<file path="src/rtl/alu_share_ctrl.sv">
// -----------------------------------------------------------------------------
// alu_share_ctrl
// Shares a single 4-bit lab ALU (3-bit Function, 8-bit result) between two
// requesters. An idle controller arbitrates between req0 and req1, latches the
// winning operands, runs the ALU for OP_DELAY cycles and then holds the
// registered result until the consumer takes it.
//
// Parameters
//   RR_EN     1: round-robin on a tie, 0: req0 always wins a tie
//   OP_DELAY  execute cycles per op, 1..4
//
// Ports
//   Clock            rising-edge clock
//   Reset            synchronous, active-high; aborts any op in flight
//   reqN_valid       requester N has an op
//   reqN_A, reqN_B   4-bit operands
//   reqN_Function    3-bit ALU function code
//   reqN_ready       combinational grant; op accepted when valid & ready
//   res_valid        result available
//   res_data         registered 8-bit ALU result
//   res_id           requester that issued the op
//   res_ready        consumer accepts the result when res_valid & res_ready
//   busy             controller is not idle
// -----------------------------------------------------------------------------
module alu_share_ctrl #(
   parameter bit          RR_EN    = 1'b1,
   parameter int unsigned OP_DELAY = 1
) (
   input  logic       Clock,
   input  logic       Reset,
   input  logic       req0_valid,
   input  logic [3:0] req0_A,
   input  logic [3:0] req0_B,
   input  logic [2:0] req0_Function,
   output logic       req0_ready,
   input  logic       req1_valid,
   input  logic [3:0] req1_A,
   input  logic [3:0] req1_B,
   input  logic [2:0] req1_Function,
   output logic       req1_ready,
   output logic       res_valid,
   output logic [7:0] res_data,
   output logic       res_id,
   input  logic       res_ready,
   output logic       busy
);

   typedef enum logic [1:0] {
      IDLE = 2'd0,
      EXEC = 2'd1,
      DONE = 2'd2
   } state_t;

   // The counter is loaded with OP_DELAY-1 so that EXEC lasts exactly OP_DELAY cycles.
   localparam logic [1:0] CNT_INIT = 2'(OP_DELAY - 1);

   state_t     state;
   logic [1:0] cnt;
   logic       last_grant;
   logic [3:0] op_a;
   logic [3:0] op_b;
   logic [2:0] op_func;
   logic       op_id;
   logic       grant1;
   logic [4:0] sum;
   logic [7:0] alu_out;

   // Arbitration: req1 wins if it is alone, or on a tie when round-robin is
   // enabled and req0 had the previous grant. Everything else goes to req0.
   always_comb begin
      grant1 = req1_valid && (!req0_valid || (RR_EN && !last_grant));
   end

   // Readys are only offered while idle and out of reset, so at most one is high.
   assign req0_ready = (state == IDLE) && !Reset && req0_valid && !grant1;
   assign req1_ready = (state == IDLE) && !Reset && grant1;
   assign busy       = (state != IDLE);

   // The shared ALU only ever sees the latched operands, so requesters are free
   // to change their inputs while an op is executing.
   always_comb begin
      sum     = {1'b0, op_a} + {1'b0, op_b};
      alu_out = 8'h00;
      case (op_func)
         3'b000:  alu_out = {3'b000, sum};
         3'b001:  alu_out = {4'h0, sum[3:0]};
         3'b010:  alu_out = {{4{op_b[3]}}, op_b};
         3'b011:  alu_out = {7'd0, |{op_a, op_b}};
         3'b100:  alu_out = {7'd0, &{op_a, op_b}};
         3'b101:  alu_out = {op_a, op_b};
         default: alu_out = 8'h00;
      endcase
   end

   // Main controller. last_grant resets to 1 so the first tie goes to req0.
   // A reset in any state drops the op in flight without ever raising res_valid.
   always_ff @(posedge Clock) begin
      if (Reset) begin
         state      <= IDLE;
         cnt        <= 2'd0;
         last_grant <= 1'b1;
         op_a       <= 4'h0;
         op_b       <= 4'h0;
         op_func    <= 3'b000;
         op_id      <= 1'b0;
         res_valid  <= 1'b0;
         res_data   <= 8'h00;
         res_id     <= 1'b0;
      end else begin
         case (state)
            IDLE: begin
               if (req0_ready || req1_ready) begin
                  op_a       <= grant1 ? req1_A : req0_A;
                  op_b       <= grant1 ? req1_B : req0_B;
                  op_func    <= grant1 ? req1_Function : req0_Function;
                  op_id      <= grant1;
                  last_grant <= grant1;
                  cnt        <= CNT_INIT;
                  state      <= EXEC;
               end
            end
            EXEC: begin
               if (cnt != 2'd0) begin
                  cnt <= cnt - 2'd1;
               end else begin
                  res_data  <= alu_out;
                  res_id    <= op_id;
                  res_valid <= 1'b1;
                  state     <= DONE;
               end
            end
            DONE: begin
               if (res_valid && res_ready) begin
                  res_valid <= 1'b0;
                  state     <= IDLE;
               end
            end
            default: begin
               state <= IDLE;
            end
         endcase
      end
   end

endmodule

</file>
<file path="config.mk">
export PLATFORM = sky130hd
export DESIGN_NAME = alu_share_ctrl
export DESIGN_NICKNAME = d
export VERILOG_FILES = /design/src/rtl/alu_share_ctrl.sv
export SDC_FILE = /design/constraint.sdc
export NUM_CORES = 1
export LEC_CHECK = 0
export BUFFER_PORTS_ARGS = -buffer_cell sky130_fd_sc_hd__buf_2
export CORE_MARGIN = 1.5
export CORE_UTILIZATION = 31
export DETAILED_ROUTE_END_ITERATION = 16
export SETUP_SLACK_MARGIN = 0.15
export SLEW_MARGIN = 25
export SYNTH_ARGS = -nofsm -noshare
export SYNTH_HDL_FRONTEND = slang
export SYNTH_SLANG_ARGS = --single-unit
export TNS_END_PERCENT = 50
</file>
<file path="constraint.sdc">
create_clock -name Clock -period 1.8 [get_ports Clock]
set_input_delay 0.09 -clock Clock [delete_from_list [all_inputs] [get_ports Clock]]
set_output_delay 0.09 -clock Clock [all_outputs]
set_load 0.05 [all_outputs]
</file>
==> results of run 1 <==
[layer usage]
layer  vias to the layer above  global-route usage [%]  share of wire (%)
met5                         -                       0                  0
met1                       586                    18.4                 50
met4                         0                    3.14               0.75
met3                         2                    1.93                4.5
li1                        693                       -                  -
met2                        32                    20.2                 45
[worst register-to-register path, stage by stage, from the launching register on]
cell                      delay [ps]
sky130_fd_sc_hd__dfxtp_1         460
sky130_fd_sc_hd__inv_1           100
sky130_fd_sc_hd__fa_1            460
sky130_fd_sc_hd__xnor2_1         170
sky130_fd_sc_hd__nand2_1          70
sky130_fd_sc_hd__a21o_1          170
sky130_fd_sc_hd__a21oi_1         100
[logic make-up (layout without fill, tap and decap cells)]
kind of cell / count (synthesis) / count (layout) / share of synthesized area [%]
and+or+nand+nor: 61 / 61 / 18.8
AOI/OAI and AO/OA: 48 / 48 / 25.2
DFF: 27 / 27 / 35.5
buffers and inverters: 16 / 57 / 6.65
muxes: 12 / 12 / 7.88
adders and majority gates: 6 / 6 / 5.42
xor gates and xnor gates: 1 / 1 / 0.575
[registers in the layout, indices dropped and copies added, names as in the netlist]
| signal | cells |
|---|---|
| op_id | 1 |
| state | 2 |
| op_b | 4 |
| op_a | 4 |
| last_grant | 1 |
| res_valid | 1 |
| res_data | 8 |
| op_func | 3 |
| cnt | 2 |
| res_id | 1 |
[cell usage after synthesis (2+ instances only)]
master,number,area [um^2]
sky130_fd_sc_hd__nor2_1,31,116
sky130_fd_sc_hd__dfxtp_1,27,541
sky130_fd_sc_hd__o21ai_0,6,30.0
sky130_fd_sc_hd__nor2b_1,2,12.5
sky130_fd_sc_hd__buf_6,4,45.0
sky130_fd_sc_hd__nand2_1,10,37.5
sky130_fd_sc_hd__and3b_1,2,17.5
sky130_fd_sc_hd__a21oi_1,12,60.1
sky130_fd_sc_hd__a211oi_1,8,60.1
sky130_fd_sc_hd__ha_1,5,62.6
sky130_fd_sc_hd__inv_1,7,26.3
sky130_fd_sc_hd__clkbuf_1,2,7.51
sky130_fd_sc_hd__nor3_1,2,10.0
sky130_fd_sc_hd__mux2i_1,12,120
sky130_fd_sc_hd__a31oi_1,2,12.5
sky130_fd_sc_hd__nand2b_1,2,12.5
sky130_fd_sc_hd__buf_4,3,22.5
sky130_fd_sc_hd__a211oi_2,9,113
sky130_fd_sc_hd__nand3_1,3,15.0
[cell type report]
class	instances	area, um^2
sequential	27	543
tap	67	83.8
clock buffer	4	45.0
timing repair buffer	46	248
multi-input combinational	128	890
fill	497	2890
inverter	7	26.3
[worst paths after layout]
check | end | slack, ps
min reg2reg | res_data[2] | 460
min | res_valid | 140
max | res_data[2] | 200
max reg2reg | res_data[2] | 200
[power groups by stage]
stage | clock network (mW) | logic [mW] | registers [mW]
after CTS | 0.359 | 0.399 | 0.700
after global routing | 0.376 | 0.443 | 0.712
after floorplan | 0 | 0.263 | 0.748
after detailed placement | 0 | 0.397 | 0.714
after global placement | 0 | 0.395 | 0.713
final | 0.339 | 0.398 | 0.701
[timing repair]
item / in CTS / in global routing
setup endpoints to repair: 0 / 15
endpoints found under the hold margin: 0 / 0
resized for setup: 0 / 4
==> metrics.txt, run 1 <==
slew at the pin closest to its max-slew limit 383 ps; Post-Synthesis Net Count 204; count of final setup violators 0; kind of end point of the critical path flip-flop; pre-CTS WS 180 ps; later-pin clock latency in the skew report 270 ps; Avg Synthesized Cell Area 8.91 um^2; Leak Pwr 0.753 nW; required time at the worst-slack endpoint 2010 ps; status complete, no violations; clock transition at the registers of the reported paths 90 ps; post-DP HPWL 2.42 mm; largest net degree at the start of global routing 28; Port-buffer cells 39; number of enable flip-flop cells after synthesis 0; Slew headroom 74.2%; Antenna Cells 0; slowest stage delay, CP 460 ps; number of sinks driven by the clock tree 27; vias after detailed routing 1313; initial core utilization 32.3%; startpoint types flip-flop; most frequent standard cell in the layout excluding fill and tap cells sky130_fd_sc_hd__buf_2; ordered list of cells on the worst path inv_1 -> fa_1 -> xnor2_1 -> nand2_1 -> a21o_1 -> a21oi_1; number of buffers inserted during clock tree synthesis 3; synthesized netlist cell count 171; vias per std cell 4.71; total standard cell area after synthesis 1520 um^2; vertical extent of the die 73.1 um; critical path arrival 1800 ps; worst r2r src op_a[1]; crit path time final 1600 ps; clock tree from TritonCTS yes; Post-Route Setup TNS 0 ps; total non-filler cell area in the finished layout 1840 um^2; fmax 0.627 GHz; start point of the critical path op_a[1]; via count of the first global-routing pass 1173; CP Buf/Inv Count 1; number of cells on the critical path 6; area added between synthesis and finish 20.4%; combinational share of power 27.7%; remaining global-route overflow 0; portion of total power attributed to sequential cells 48.8%; Worst path slowest cell sky130_fd_sc_hd__dfxtp_1; number of hold buffers added after cts 0; design internal power 0.961 mW; final weighted congestion in routability-driven placement 0.921; post-CTS repair timing setup buffer count 0; boundary pin count 40; switching power total 0.476 mW; sequential element share of the synthesized area 35.5%; CP Max Fanout 6; share of total power in the clock network 23.6%; number of standard cells in the layout, taps in and fillers out 279; Yosys Warn Count 0; hold path startpoint res_ready; post-synthesis sequential element count 27; wire length of the first global-routing pass 5.47 mm; unrepaired setup endpoints after global routing yes; max-capacitance violation count 0; depth of the CTS H-tree 1; FFs w/ async S/R, synth 0%; post-layout util 38.9%; number of different library cells in the post-synthesis netlist 41; final count of hold timing violations 0; switching portion of total power 33.1%; most frequent cells in the layout sky130_fd_sc_hd__buf_2, sky130_fd_sc_hd__nor2_1, sky130_fd_sc_hd__dfxtp_1, sky130_fd_sc_hd__mux2i_1, sky130_fd_sc_hd__a21oi_1; maximum number of buffers from clock root to sink 2; Final Slew Violations 0; depth of the worst register-to-register path 6; Final Power 1.44 mW; share of layout cells above drive strength 1 31.1%; Area after DPL 1780 um^2; floorplan die area 5350 um^2; initial antenna violation count 0; final hold slack 141 ps; Worst Slack Setup Final 204 ps; Worst Hold Class input pin to flip-flop; first-pass iteration count of the detailed router 4; Post-layout nets 246; width of the chip 73.1 um; overall fraction of global-route tracks in use 12.9%; wirelength, routed 3.21 mm; Worst Path Class, Setup flip-flop to flip-flop; cell row count 25; Worst Hold Depth 4; routed length per placed instance 11.5 um; P per Cell Area 783 nW/um^2; flip-flop cell with the highest count after synthesis sky130_fd_sc_hd__dfxtp_1; ratio of final minimum period to clock period 88.6%; worst ir drop on vdd 0.298 mV; placeable core region 4720 um^2; drc violations 0; skew final 2.45 ps; family with the most delay on the worst path flip-flops; count of routing violations after the opening detailed-route iteration 123; number of placed instances with taps included 275; antenna viol nets, final 0; root cell of the clock tree sky130_fd_sc_hd__clkbuf_8
(Power assumes the default switching activity.)
==> run 2: changes to the inputs <==
Settings changed: PLACE_DENSITY_LB_ADDON set to 0.2, SLEW_MARGIN 25 to not set.
==> metrics.txt, run 2 (synthesis results as in run 1) <==
status complete, no violations (unchanged); ratio of final minimum period to clock period 86.8% (was 88.6%); fmax 0.640 GHz (was 0.627 GHz); Antenna Cells 0 (unchanged); post-CTS repair timing setup buffer count 0 (unchanged); floorplan die area 5350 um^2 (unchanged); Worst Path Class, Setup flip-flop to output port (was flip-flop to flip-flop); remaining global-route overflow 0 (unchanged); critical path arrival 1470 ps (was 1800 ps); Worst Hold Class input pin to flip-flop (unchanged); number of sinks driven by the clock tree 27 (unchanged); overall fraction of global-route tracks in use 13.9% (was 12.9%); post-DP HPWL 2.59 mm (was 2.42 mm); initial antenna violation count 0 (unchanged); final count of hold timing violations 0 (unchanged); via count of the first global-routing pass 1255 (was 1173); count of final setup violators 0 (unchanged); P per Cell Area 787 nW/um^2 (was 783 nW/um^2); unrepaired setup endpoints after global routing no (was yes); crit path time final 1560 ps (was 1600 ps); kind of end point of the critical path output port (was flip-flop); number of inserted filler cells in the final layout 493 (was 497); slew at the pin closest to its max-slew limit 363 ps (was 383 ps); wire length of the first global-routing pass 5.75 mm (was 5.47 mm); Met2 Wirelength 1.62 mm (was 1.45 mm); later-pin clock latency in the skew report 280 ps (was 270 ps); post-cts resize count 0 (unchanged); reg-to-reg setup timing slack 240 ps (was 200 ps); depth of the CTS H-tree 1 (unchanged); crit path to req1_ready (was res_data[2]); worst r2r dst res_data[1] (was res_data[2]); Final Slew Violations 0 (unchanged); routed length per placed instance 12.3 um (was 11.5 um); Final Power 1.46 mW (was 1.44 mW); vertical extent of the die 73.1 um (unchanged); start point of the critical path last_grant (was op_a[1]); drc violations 0 (unchanged); met3 wire length 212 um (was 145 um); count of routing violations after the opening detailed-route iteration 72 (was 123); depth of the worst register-to-register path 6 (unchanged); antenna viol nets, final 0 (unchanged); number of hold buffers added after cts 0 (unchanged); Leak Pwr 0.769 nW (was 0.753 nW); vias after detailed routing 1345 (was 1313); final hold slack 142 ps (was 141 ps); final weighted congestion in routability-driven placement 0.845 (was 0.921); CP Max Fanout 12 (was 6); width of the chip 73.1 um (unchanged); cell row count 25 (unchanged); boundary pin count 40 (unchanged); first-pass iteration count of the detailed router 4 (unchanged); largest net degree at the start of global routing 28 (unchanged); maximum number of buffers from clock root to sink 2 (unchanged); wirelength, routed 3.46 mm (was 3.21 mm); placeable core region 4720 um^2 (unchanged); Post-layout nets 248 (was 246); routed length on met1 1.55 mm (was 1.59 mm); Slew headroom 75.5% (was 74.2%); max-capacitance violation count 0 (unchanged); root cell of the clock tree sky130_fd_sc_hd__clkbuf_8 (unchanged); uppermost metal layer occupied by signal nets met4 (unchanged); register containing the most flip-flops in the final layout res_data (unchanged); most frequent cells in the layout sky130_fd_sc_hd__buf_2, sky130_fd_sc_hd__nor2_1, sky130_fd_sc_hd__dfxtp_1, sky130_fd_sc_hd__mux2i_1, sky130_fd_sc_hd__a21oi_1 (unchanged); worst r2r src op_a[0] (was op_a[1]); Port-buffer cells 39 (unchanged); share of layout cells above drive strength 1 32.2% (was 31.1%); number of flip-flops in the largest register 8 (unchanged); Largest regs res_data x8, op_a x4, op_b x4 (unchanged); skew final 2.55 ps (was 2.45 ps); number of buffers inserted during clock tree synthesis 3 (unchanged); initial core utilization 32.3% (unchanged); startpoint types flip-flop (unchanged); required time at the worst-slack endpoint 1710 ps (was 2010 ps); clock transition at the registers of the reported paths 90 ps (about the same); post-layout util 39.4% (was 38.9%); Post-Route Setup TNS 0 ps (unchanged); most frequent standard cell in the layout excluding fill and tap cells sky130_fd_sc_hd__buf_2 (unchanged); worst ir drop on vdd 0.361 mV (was 0.298 mV); area added between synthesis and finish 22.1% (was 20.4%); clock tree from TritonCTS yes (unchanged); vias per std cell 4.79 (was 4.71)
## run 2: critical path: stages, from the launching register on
cell and delay [ps]:
sky130_fd_sc_hd__dfxtp_1 360, sky130_fd_sc_hd__a21boi_4 180, sky130_fd_sc_hd__buf_4 260, sky130_fd_sc_hd__and2_1 150, sky130_fd_sc_hd__buf_2 250
## run 2: final cells by class
cell class | instances | area [um^2] | share of cell area (%)
multi-input combinational | 128 | 883 | 47.5
sequential | 27 | 546 | 29.3
timing repair buffer | 48 | 275 | 14.8
tap | 67 | 83.8 | 4.51
clock buffer | 3 | 41.3 | 2.22
inverter | 7 | 26.3 | 1.41
clock inverter | 1 | 5.00 | 0.269
## run 2: power by group
group          total, mW  internal (mW)  switching [mW]
clock network      0.351          0.156           0.196
registers          0.691          0.645          0.0458
logic              0.422          0.168           0.253
total               1.46          0.969           0.495
## run 2: routing by layer
layer  vias to the layer above  global-route usage [%]
met5                         -                       0
met4                         0                    5.03
met3                         8                    3.31
met2                        45                    23.5
met1                       594                    17.1
li1                        698                       -
## run 2: how the worst min path moves through the flow
stage | start | endpoint | slack, ps | depth (start not counted)
after floorplan | Reset | op_a[0] | 290 | 2
after global placement | res_ready | res_valid | 420 | 4
after detailed placement | res_ready | res_valid | 440 | 4
after CTS | res_ready | res_valid | 140 | 4
after global routing | res_ready | res_valid | 160 | 4
final | res_ready | res_valid | 140 | 4
## run 2: metrics by stage
| stage | worst slack [ps] | instances | area [um^2] |
|---|---|---|---|
| 2_1_floorplan | 297 | 171 | 1520 |
| 3_3_place_gp | 222 | 277 | 1810 |
| 3_5_place_dp | 204 | 277 | 1810 |
| 4_1_cts | 157 | 281 | 1850 |
| 5_1_grt | 154 | 281 | 1860 |
| 6_report | 238 | 281 | 1860 |
